$ cat src/rtl/guvm_mem_pkg.sv
// rtl/guvm_mem_pkg.sv - shared types and defaults for the instruction/data memory arbiter
// Contents: requester ID enum, arbiter FSM state enum, default outstanding-transaction limit.
package guvm_mem_pkg;

    typedef enum logic {
        REQ_INSTR = 1'b0,
        REQ_DATA  = 1'b1
    } req_id_e;

    typedef enum logic {
        ST_ARB  = 1'b0,
        ST_HOLD = 1'b1
    } arb_state_e;

    localparam int DEFAULT_MAX_OUTSTANDING = 2;

endpackage

$ cat src/rtl/guvm_id_fifo.sv
// rtl/guvm_id_fifo.sv - in-order FIFO of requester IDs awaiting a memory response
// Ports: clk_i/rst_i clock and sync active-high reset; push_i/push_id_i enqueue an ID;
//        pop_i dequeues the head; full_o/empty_o status; head_o oldest ID.
module guvm_id_fifo
    import guvm_mem_pkg::*;
#(
    parameter int DEPTH = DEFAULT_MAX_OUTSTANDING
) (
    input  logic    clk_i,
    input  logic    rst_i,
    input  logic    push_i,
    input  req_id_e push_id_i,
    input  logic    pop_i,
    output logic    full_o,
    output logic    empty_o,
    output req_id_e head_o
);

    localparam int PW = (DEPTH > 1) ? $clog2(DEPTH) : 1;
    localparam int CW = $clog2(DEPTH + 1);

    req_id_e        r_mem [DEPTH];
    logic [PW-1:0]  r_wr_ptr;
    logic [PW-1:0]  r_rd_ptr;
    logic [CW-1:0]  r_count;

    logic w_do_push;
    logic w_do_pop;

    assign full_o    = (r_count == CW'(DEPTH));
    assign empty_o   = (r_count == '0);
    assign head_o    = r_mem[r_rd_ptr];
    assign w_do_push = push_i && !full_o;
    assign w_do_pop  = pop_i && !empty_o;

    // Storage carries no reset: entries are only read once counted valid.
    always_ff @(posedge clk_i) begin
        if (w_do_push) begin
            r_mem[r_wr_ptr] <= push_id_i;
        end
    end

    always_ff @(posedge clk_i) begin
        if (rst_i) begin
            r_wr_ptr <= '0;
            r_rd_ptr <= '0;
            r_count  <= '0;
        end else begin
            if (w_do_push) begin
                r_wr_ptr <= (r_wr_ptr == PW'(DEPTH - 1)) ? '0 : r_wr_ptr + PW'(1);
            end
            if (w_do_pop) begin
                r_rd_ptr <= (r_rd_ptr == PW'(DEPTH - 1)) ? '0 : r_rd_ptr + PW'(1);
            end
            case ({w_do_push, w_do_pop})
                2'b10:   r_count <= r_count + CW'(1);
                2'b01:   r_count <= r_count - CW'(1);
                default: r_count <= r_count;
            endcase
        end
    end

endmodule

$ cat src/rtl/guvm_mem_arbiter.sv
// rtl/guvm_mem_arbiter.sv - round-robin arbiter of instruction and data ports onto one memory port
// Ports: clk_i/rst_i clock and sync active-high reset;
//        instr_* core fetch port (req/gnt/addr/rvalid/rdata);
//        data_*  core load/store port (req/gnt/we/be/addr/wdata/rvalid/rdata);
//        mem_*   shared memory port (req/gnt/we/be/addr/wdata/rvalid/rdata);
//        err_o   sticky flag for a memory response with nothing outstanding.
module guvm_mem_arbiter
    import guvm_mem_pkg::*;
#(
    parameter int MAX_OUTSTANDING = DEFAULT_MAX_OUTSTANDING
) (
    input  logic        clk_i,
    input  logic        rst_i,
    input  logic        instr_req_i,
    output logic        instr_gnt_o,
    input  logic [31:0] instr_addr_i,
    output logic        instr_rvalid_o,
    output logic [31:0] instr_rdata_o,
    input  logic        data_req_i,
    output logic        data_gnt_o,
    input  logic        data_we_i,
    input  logic [3:0]  data_be_i,
    input  logic [31:0] data_addr_i,
    input  logic [31:0] data_wdata_i,
    output logic        data_rvalid_o,
    output logic [31:0] data_rdata_o,
    output logic        mem_req_o,
    input  logic        mem_gnt_i,
    output logic        mem_we_o,
    output logic [3:0]  mem_be_o,
    output logic [31:0] mem_addr_o,
    output logic [31:0] mem_wdata_o,
    input  logic        mem_rvalid_i,
    input  logic [31:0] mem_rdata_i,
    output logic        err_o
);

    arb_state_e r_state;
    req_id_e    r_hold_id;
    req_id_e    r_last_id;
    logic       r_err;

    req_id_e    w_win_id;
    logic       w_win_req;
    logic       w_fire;
    logic       w_full;
    logic       w_empty;
    req_id_e    w_head_id;
    logic       w_resp;

    // HOLD keeps the stalled winner; otherwise the port not served last wins a tie.
    always_comb begin
        w_win_id = REQ_DATA;
        if (r_state == ST_HOLD) begin
            w_win_id = r_hold_id;
        end else if (instr_req_i && data_req_i) begin
            if (r_last_id == REQ_DATA) begin
                w_win_id = REQ_INSTR;
            end else begin
                w_win_id = REQ_DATA;
            end
        end else if (instr_req_i) begin
            w_win_id = REQ_INSTR;
        end
    end

    assign w_win_req = (w_win_id == REQ_DATA) ? data_req_i : instr_req_i;

    // Full uses the registered count, so a same-cycle pop never frees a slot early.
    assign mem_req_o = !rst_i && w_win_req && !w_full;
    assign w_fire    = mem_req_o && mem_gnt_i;

    // Forwarded fields are zero when no request is presented.
    always_comb begin
        mem_we_o    = 1'b0;
        mem_be_o    = 4'h0;
        mem_addr_o  = 32'h0;
        mem_wdata_o = 32'h0;
        if (mem_req_o) begin
            if (w_win_id == REQ_DATA) begin
                mem_we_o    = data_we_i;
                mem_be_o    = data_be_i;
                mem_addr_o  = data_addr_i;
                mem_wdata_o = data_wdata_i;
            end else begin
                mem_be_o    = 4'hF;
                mem_addr_o  = instr_addr_i;
            end
        end
    end

    assign instr_gnt_o = w_fire && (w_win_id == REQ_INSTR);
    assign data_gnt_o  = w_fire && (w_win_id == REQ_DATA);

    guvm_id_fifo #(
        .DEPTH(MAX_OUTSTANDING)
    ) u_id_fifo (
        .clk_i    (clk_i),
        .rst_i    (rst_i),
        .push_i   (w_fire),
        .push_id_i(w_win_id),
        .pop_i    (mem_rvalid_i),
        .full_o   (w_full),
        .empty_o  (w_empty),
        .head_o   (w_head_id)
    );

    assign w_resp         = !rst_i && mem_rvalid_i && !w_empty;
    assign instr_rvalid_o = w_resp && (w_head_id == REQ_INSTR);
    assign data_rvalid_o  = w_resp && (w_head_id == REQ_DATA);
    assign instr_rdata_o  = mem_rdata_i;
    assign data_rdata_o   = mem_rdata_i;
    assign err_o          = r_err;

    // Reset points the round-robin at instr as last served, so data wins the first tie.
    always_ff @(posedge clk_i) begin
        if (rst_i) begin
            r_state   <= ST_ARB;
            r_hold_id <= REQ_DATA;
            r_last_id <= REQ_INSTR;
            r_err     <= 1'b0;
        end else begin
            if (w_fire) begin
                r_last_id <= w_win_id;
            end
            if (mem_rvalid_i && w_empty) begin
                r_err <= 1'b1;
            end
            case (r_state)
                ST_ARB: begin
                    if (mem_req_o && !mem_gnt_i) begin
                        r_state   <= ST_HOLD;
                        r_hold_id <= w_win_id;
                    end
                end
                ST_HOLD: begin
                    if (w_fire) begin
                        r_state <= ST_ARB;
                    end
                end
                default: r_state <= ST_ARB;
            endcase
        end
    end

endmodule

$ cat config.mk
export PLATFORM = sky130hd
export DESIGN_NAME = guvm_mem_arbiter
export DESIGN_NICKNAME = d
export VERILOG_FILES = /design/src/rtl/guvm_mem_pkg.sv /design/src/rtl/guvm_id_fifo.sv /design/src/rtl/guvm_mem_arbiter.sv
export SDC_FILE = /design/constraint.sdc
export NUM_CORES = 1
export LEC_CHECK = 0
export CAP_MARGIN = 25
export CORE_AREA = 3 3 108 110
export CTS_BUF_LIST = sky130_fd_sc_hd__clkbuf_2 sky130_fd_sc_hd__clkbuf_4 sky130_fd_sc_hd__clkbuf_8
export DETAILED_ROUTE_END_ITERATION = 6
export DIE_AREA = 0 0 111 113
export DONT_BUFFER_PORTS = 1
export GPL_TIMING_DRIVEN = 0
export PLACE_DENSITY_LB_ADDON = 0.2
export SYNTH_ARGS = -nofsm -noshare
export SYNTH_HDL_FRONTEND = slang
export SYNTH_SLANG_ARGS = --single-unit
$ cat constraint.sdc
create_clock -name clk_i -period 2.2 [get_ports clk_i]
set_clock_uncertainty 0.1 [all_clocks]
set_input_delay 0.44 -clock clk_i [delete_from_list [all_inputs] [get_ports clk_i]]
set_output_delay 0.44 -clock clk_i [all_outputs]
set_load 0.005 [all_outputs]
==> results.sh, run 1 <==
export IMPL_cts_tree="built"
export IMPL_crit_slowest_cell="or3_4"
export IMPL_first_global_vias=1566
export IMPL_cts_root_buf="clkbuf_8"
export IMPL_cts_buffer_depth=2
export IMPL_tightest_slew_ns=0.4676
export IMPL_cts_buffers=3
export IMPL_critical_path_class="reg2out"
export IMPL_io_pins=278
export IMPL_seq_area_frac_synth_pct=13.38
export IMPL_synth_cell_area_sq_um=1795
export IMPL_yosysWarningCount=0
export IMPL_ant_nets=0
export IMPL_worst_path_max_fanout=10
export IMPL_fp_dieW_um=111
export IMPL_synth_nets=411
export IMPL_max_freq_mhz=471.2
export IMPL_io_buffers=0
export IMPL_die_area_sq_um=12540
export IMPL_syn_area_per_cell_sq_um=6.625
export IMPL_core_area_sq_um=10790
export IMPL_worstPathCellList="nor2b_4 -> or3_4 -> nand2_2 -> buf_8 -> buf_8 -> a21oi_1"
export IMPL_vias=1753
export IMPL_drive_above_1_share_pct=40.22
export IMPL_nFillCells=1224
export IMPL_drt_total_wl_um=6769
export IMPL_slew_violations=0
export IMPL_overflow=0
export IMPL_drt_wirelength_per_cell_um=16.27
export IMPL_htree_levels=1
export IMPL_drc=0
export IMPL_relSlewSlack_pct=68.50
export IMPL_finalCriticalPeriod_ns=2.122
export IMPL_layout_common_cells="buf_4, nand2_1, a21oi_1"
export IMPL_viasPerCell=4.214
export IMPL_gp_congestion=0.7457
export IMPL_crit_required_ns=1.66
export IMPL_grt_max_degree=12
export IMPL_cap_violations=0
export IMPL_crit_top_cell="buf_8"
export IMPL_leakage_nw=0.9660
export IMPL_grt_setup_unrepaired="yes"
export IMPL_cp_end_kind="output pin"
export IMPL_final_cell_area_sq_um=2113
export IMPL_finalHoldViolCount=0
export IMPL_antenna_found_initial=0
export IMPL_die_h_um=113
export IMPL_numClockSinks=11
export IMPL_start_util_pct=16.64
export IMPL_dpl_cell_area_sq_um=1971
export IMPL_critical_path_max_stage_delay_ns=0.40
export IMPL_syn2layout_area_growth_pct=17.70
export IMPL_clk_pin_slew_ns=0.05
export IMPL_fin_crit_sh_pct=96.46
export IMPL_ys_ff_latch=11
export IMPL_ys_types=35
export IMPL_drtIter0Drc=65
export IMPL_hpwl_um=5945
export IMPL_setup_violations=0
export IMPL_drt_first_pass_iters=4
export IMPL_status="finished clean"
export IMPL_timing_setup_tns_ns=0
export IMPL_n_antenna_cell=0
export IMPL_arrival_ns=1.58
export IMPL_setup_worst_path_start_class="flip-flop"
export IMPL_vdd_ir_drop_max_mv=0.2179
export IMPL_p_per_area_nw_per_um2=539.4
export IMPL_grtUsageTotal_pct=9.040
export IMPL_grt_first_pass_wirelength_um=9094
export IMPL_rows=38
export IMPL_fin_nets=417
export IMPL_hp_class="in2reg"
export IMPL_synthCells=271
export IMPL_hold_buffers=0
export IMPL_layout_commonest_cell="buf_4"
export IMPL_worstSkewPairLatency_ns=0.24
==> Yosys cell counts, drive strengths merged <==
cell type | number | share of area (%)
a311o | 1 | 0.56
nand3 | 1 | 0.56
nor3 | 1 | 0.28
ha | 1 | 0.70
xor2 | 2 | 0.98
a21boi | 1 | 0.42
dfxtp | 9 | 10
a211oi | 1 | 1.1
nand2b | 4 | 1.4
a21o | 1 | 0.42
nor2 | 16 | 3.3
nor3b | 1 | 0.42
xnor2 | 1 | 0.49
buf | 76 | 33
mux2i | 4 | 2.2
inv | 4 | 0.84
nor4 | 1 | 0.35
a21oi | 34 | 9.9
o21ai | 2 | 0.56
nand2 | 65 | 14
or3 | 2 | 0.98
edfxtp | 2 | 3.3
nor2b | 3 | 1.6
and3 | 2 | 0.98
and2 | 33 | 11
clkbuf | 3 | 0.63
==> metrics by stage <==
| step | worst slack [ns] | utilization [%] | hold slack [ns] | instances | power (W) |
|---|---|---|---|---|---|
| after floorplan | 0.2567 | - | 0.3462 | 271 | 0.0007634 |
| after global placement | -0.03004 | 18.26 | 0.3679 | 411 | 0.0008782 |
| after detailed placement | -0.01792 | 18.26 | 0.3762 | 411 | 0.0008806 |
| after CTS | -0.006728 | 19.17 | 0.1876 | 416 | 0.001133 |
| after global routing | -0.004448 | 19.58 | 0.1824 | 416 | 0.001234 |
| final | 0.07785 | 19.58 | 0.1903 | 416 | 0.001140 |
==> per-layer routing <==
metal	vias to the layer above	part of all wire, %	GRT usage (%)
met5	-	0	0
met4	0	0.28	1.232
met3	2	9.1	1.390
met2	158	54	17.19
met1	791	37	10.97
li1	802	-	-
==> logic make-up (layout without fill, tap and decap cells) <==
| family | count (synthesis) | after routing | share of synthesized area (%) |
|---|---|---|---|
| and+or+nand+nor | 129 | 129 | 35.12 |
| DFF | 11 | 11 | 13.38 |
| buffers and inverters | 83 | 88 | 34.15 |
| muxes | 4 | 4 | 2.230 |
| xor gates and xnor gates | 3 | 3 | 1.464 |
| AOI/OAI and AO/OA | 40 | 40 | 12.96 |
| adders and majority gates | 1 | 1 | 0.6968 |
==> cell type report <==
| type | count | area [sq um] | area share (%) |
|---|---|---|---|
| Multi-Input combinational cell | 177 | 998.5 | 47.25 |
| Buffer | 79 | 616.8 | 29.19 |
| Sequential cell | 11 | 244.0 | 11.55 |
| Tap cell | 140 | 175.2 | 8.289 |
| Clock buffer | 4 | 48.80 | 2.309 |
| Inverter | 4 | 22.52 | 1.066 |
| Timing Repair Buffer | 1 | 7.507 | 0.3552 |
==> where the power goes <==
part / switching [W] / total (W) / internal (W) / leakage [nW]
combinational: 0.000338 / 0.000633 / 0.000295 / 0.847
sequential: 0.0000358 / 0.000288 / 0.000253 / 0.0929
clock: 0.0000785 / 0.000218 / 0.000140 / 0.0262
total: 0.000452 / 0.00114 / 0.000688 / 0.966
==> worst paths after layout <==
check | slack, ns | start | end | cells past startpoint
min | 0.19 | mem_gnt_i | r_state | 1
max reg2reg | 0.18 | r_state | u_id_fifo.r_count[1] | 8
max | 0.08 | r_state | mem_addr_o[29] | 6
min reg2reg | 0.38 | r_last_id | r_last_id | 2
==> sequential cells by signal, summed over array words and instances (netlist names), named ones only <==
signal              flops
err_o                   1
r_last_id               1
r_hold_id               1
u_id_fifo.r_wr_ptr      1
u_id_fifo.r_count       2
u_id_fifo.r_mem         2
r_state                 1
u_id_fifo.r_rd_ptr      1
==> what timing repair did <==
action | 4_1_cts | 5_1_grt
pin swaps | 2 | 3
gates resized for setup | 15 | 13
setup buffers | 1 | 0
endpoints found under the setup margin | 55 | 61
hold endpoints to repair | 0 | 0
==> critical path: cells and delay by family (launching register included) <==
family                 cells  cell delay (ns)
AO/OA/AOI/OAI              1             0.07
buffers and inverters      2             0.31
flip-flops                 1             0.33
AND/OR/NAND/NOR            3             0.63
(Power assumes the default switching activity.)
==> run 2: changes to the inputs <==
--- a/config.mk
+++ b/config.mk
@@ -6,10 +6,10 @@
 export NUM_CORES = 1
 export LEC_CHECK = 0
 export CAP_MARGIN = 25
-export CORE_AREA = 3 3 108 110
+export CORE_AREA = 2 2 107 109
 export CTS_BUF_LIST = sky130_fd_sc_hd__clkbuf_2 sky130_fd_sc_hd__clkbuf_4 sky130_fd_sc_hd__clkbuf_8
 export DETAILED_ROUTE_END_ITERATION = 6
-export DIE_AREA = 0 0 111 113
+export DIE_AREA = 0 0 109 111
 export DONT_BUFFER_PORTS = 1
 export GPL_TIMING_DRIVEN = 0
 export PLACE_DENSITY_LB_ADDON = 0.2
==> results.sh, run 2 (synthesis gave the netlist of run 1 again) <==
export IMPL_status="finished clean"
export IMPL_critical_path_class="reg2out"
export IMPL_finalHoldViolCount=0
export IMPL_p_comb_share_pct=61.2
export IMPL_worstSkewPairLatency_ns=0.24
export IMPL_max_freq_mhz=463.6
export IMPL_ant_nets=0
export IMPL_drive_above_1_share_pct=55.28
export IMPL_p_clk_share_pct=16.6
export IMPL_fin_hold_ws_ns=0.1874
export IMPL_critPathLaunch="r_state"
export IMPL_arrival_ns=1.62
export IMPL_whs_path_depth=1
export IMPL_layout_commonest_cell="buf_4"
export IMPL_syn2layout_area_growth_pct=35.82
export IMPL_drt_first_pass_iters=4
export IMPL_start_util_pct=16.21
export IMPL_reg2reg_from="r_state"
export IMPL_finalCriticalPeriod_ns=2.157
export IMPL_die_area_sq_um=12100
export IMPL_crit_slowest_cell="dfxtp_2"
export IMPL_slew_violations=0
export IMPL_p_sw_w=0.0005316
export IMPL_reg2regPathDepth=7
export IMPL_io_pins=278
export IMPL_nFillCells=1214
export IMPL_final_cell_area_sq_um=2439
export IMPL_fin_crit_sh_pct=98.05
export IMPL_drt_wirelength_per_cell_um=18.62
export IMPL_grt_max_degree=12
export IMPL_setup_worst_path_start_class="flip-flop"
export IMPL_swShare_pct=40.95
export IMPL_pwr_share_seq_pct=22.2
export IMPL_die_h_um=111
export IMPL_hp_class="in2reg"
export IMPL_min_from="mem_gnt_i"
export IMPL_htree_levels=1
export IMPL_fin_nets=425
export IMPL_cts_buffers=3
export IMPL_viasPerCell=4.335
export IMPL_relSlewSlack_pct=65.13
export IMPL_cts_root_buf="clkbuf_8"
export IMPL_fp_dieW_um=109
export IMPL_crit_cells=7
export IMPL_clk_pin_slew_ns=0.05
export IMPL_p_per_area_nw_per_um2=532.3
export IMPL_cp_end_kind="output pin"
export IMPL_tightest_slew_ns=0.5175
export IMPL_cts_tree="built"
export IMPL_crit_top_cell="buf_12"
export IMPL_critical_path_max_stage_delay_ns=0.33
export IMPL_worstPathCellList="nor2b_4 -> a211oi_4 -> buf_6 -> nand2_2 -> buf_12 -> buf_12 -> a21oi_4"
export IMPL_overflow=0
export IMPL_gp_congestion=0.7253
export IMPL_drtIter0Drc=56
export IMPL_hpwl_um=6691
export IMPL_crit_buf_inv=3
export IMPL_largestRegisters="u_id_fifo.r_count: 2 flops, u_id_fifo.r_mem: 2 flops"
export IMPL_cap_violations=0
export IMPL_io_buffers=0
export IMPL_n_antenna_cell=0
export IMPL_grtUsageTotal_pct=11.06
export IMPL_layout_common_cells="buf_4, nand2_1, and2_4"
export IMPL_utilization_pct=22.02
export IMPL_setup_violations=0
export IMPL_numClockSinks=11
export IMPL_drc=0
export IMPL_hold_buffers=0
export IMPL_cts_buffer_depth=2
export IMPL_dp_cells=414
export IMPL_leakage_nw=1.058
export IMPL_first_global_vias=1585
export IMPL_instances_no_fill=427
export IMPL_core_area_sq_um=11080
export IMPL_rows=39
export IMPL_grt_setup_unrepaired="yes"
export IMPL_dpl_cell_area_sq_um=1974
export IMPL_critPathTopFamily="buffers and inverters"
export IMPL_timing_setup_tns_ns=0
export IMPL_crit_required_ns=1.66
export IMPL_antenna_found_initial=0
export IMPL_vdd_ir_drop_max_mv=0.1811
export IMPL_internal_power_w=0.0007664
export IMPL_drt_total_wl_um=7952
export IMPL_grt_first_pass_wirelength_um=9894
export IMPL_worst_path_max_fanout=10
export IMPL_vias=1851
run 2: changes by cell type in the layout (fill, tap and decap cells not counted), sizes merged:
cell,change
and3,+1
clkbuf,+1
buf,+6
run 2: final timing paths:
| check | to | slack (ns) |
|---|---|---|
| setup / recovery | mem_addr_o[28] | 0.04 |
| hold / removal | r_state | 0.19 |
| setup reg to reg | u_id_fifo.r_count[1] | 0.11 |
| hold reg to reg | u_id_fifo.r_wr_ptr | 0.37 |
run 2: area by class of cell:
type                    instances  area, sq um  area share [%]
clock buffers                   4        48.80           2.001
flip-flops and latches         11        244.0           10.01
multi-input cells             178         1216           49.87
inverters                       4        22.52          0.9236
repair buffers                  8        88.84           3.643
plain buffers                  79        639.4           26.22
well taps                     143        178.9           7.337
run 2: through the flow:
stage,power [W],worst slack (ns)
after floorplan,0.0007634,0.2567
after CTS,0.001166,-0.02737
final,0.001298,0.04298
after global placement,0.0008921,-0.02468
after detailed placement,0.0008949,-0.03040
after global routing,0.001394,-0.02148
run 2: metal layers:
layer  global-route usage, %  up-vias  wire length (um)  share of wire, %
met5                       0        -                 0                 0
met4                   1.282        0                17              0.21
met3                   2.352        2              1050                13
met2                   17.43      169              3604                45
met1                   15.82      855              3280                41
li1                        -      825                 -                 -
run 2: power groups by stage:
stage               logic [W]  clock network, W  registers (W)
floorplan            0.000483                 0       0.000281
global placement     0.000602                 0       0.000290
detailed placement   0.000604                 0       0.000291
CTS                  0.000654          0.000223       0.000289
global route         0.000865          0.000233       0.000296
finish               0.000794          0.000215       0.000289
run 2: what timing repair did:
| action | CTS | global route |
|---|---|---|
| gates cloned | 1 | 3 |
| hold endpoints to repair | 0 | 0 |
| pin swaps | 3 | 12 |
| buffers inserted | 4 | 1 |
| gates resized for setup | 38 | 61 |
| setup endpoints to repair | 57 | 61 |
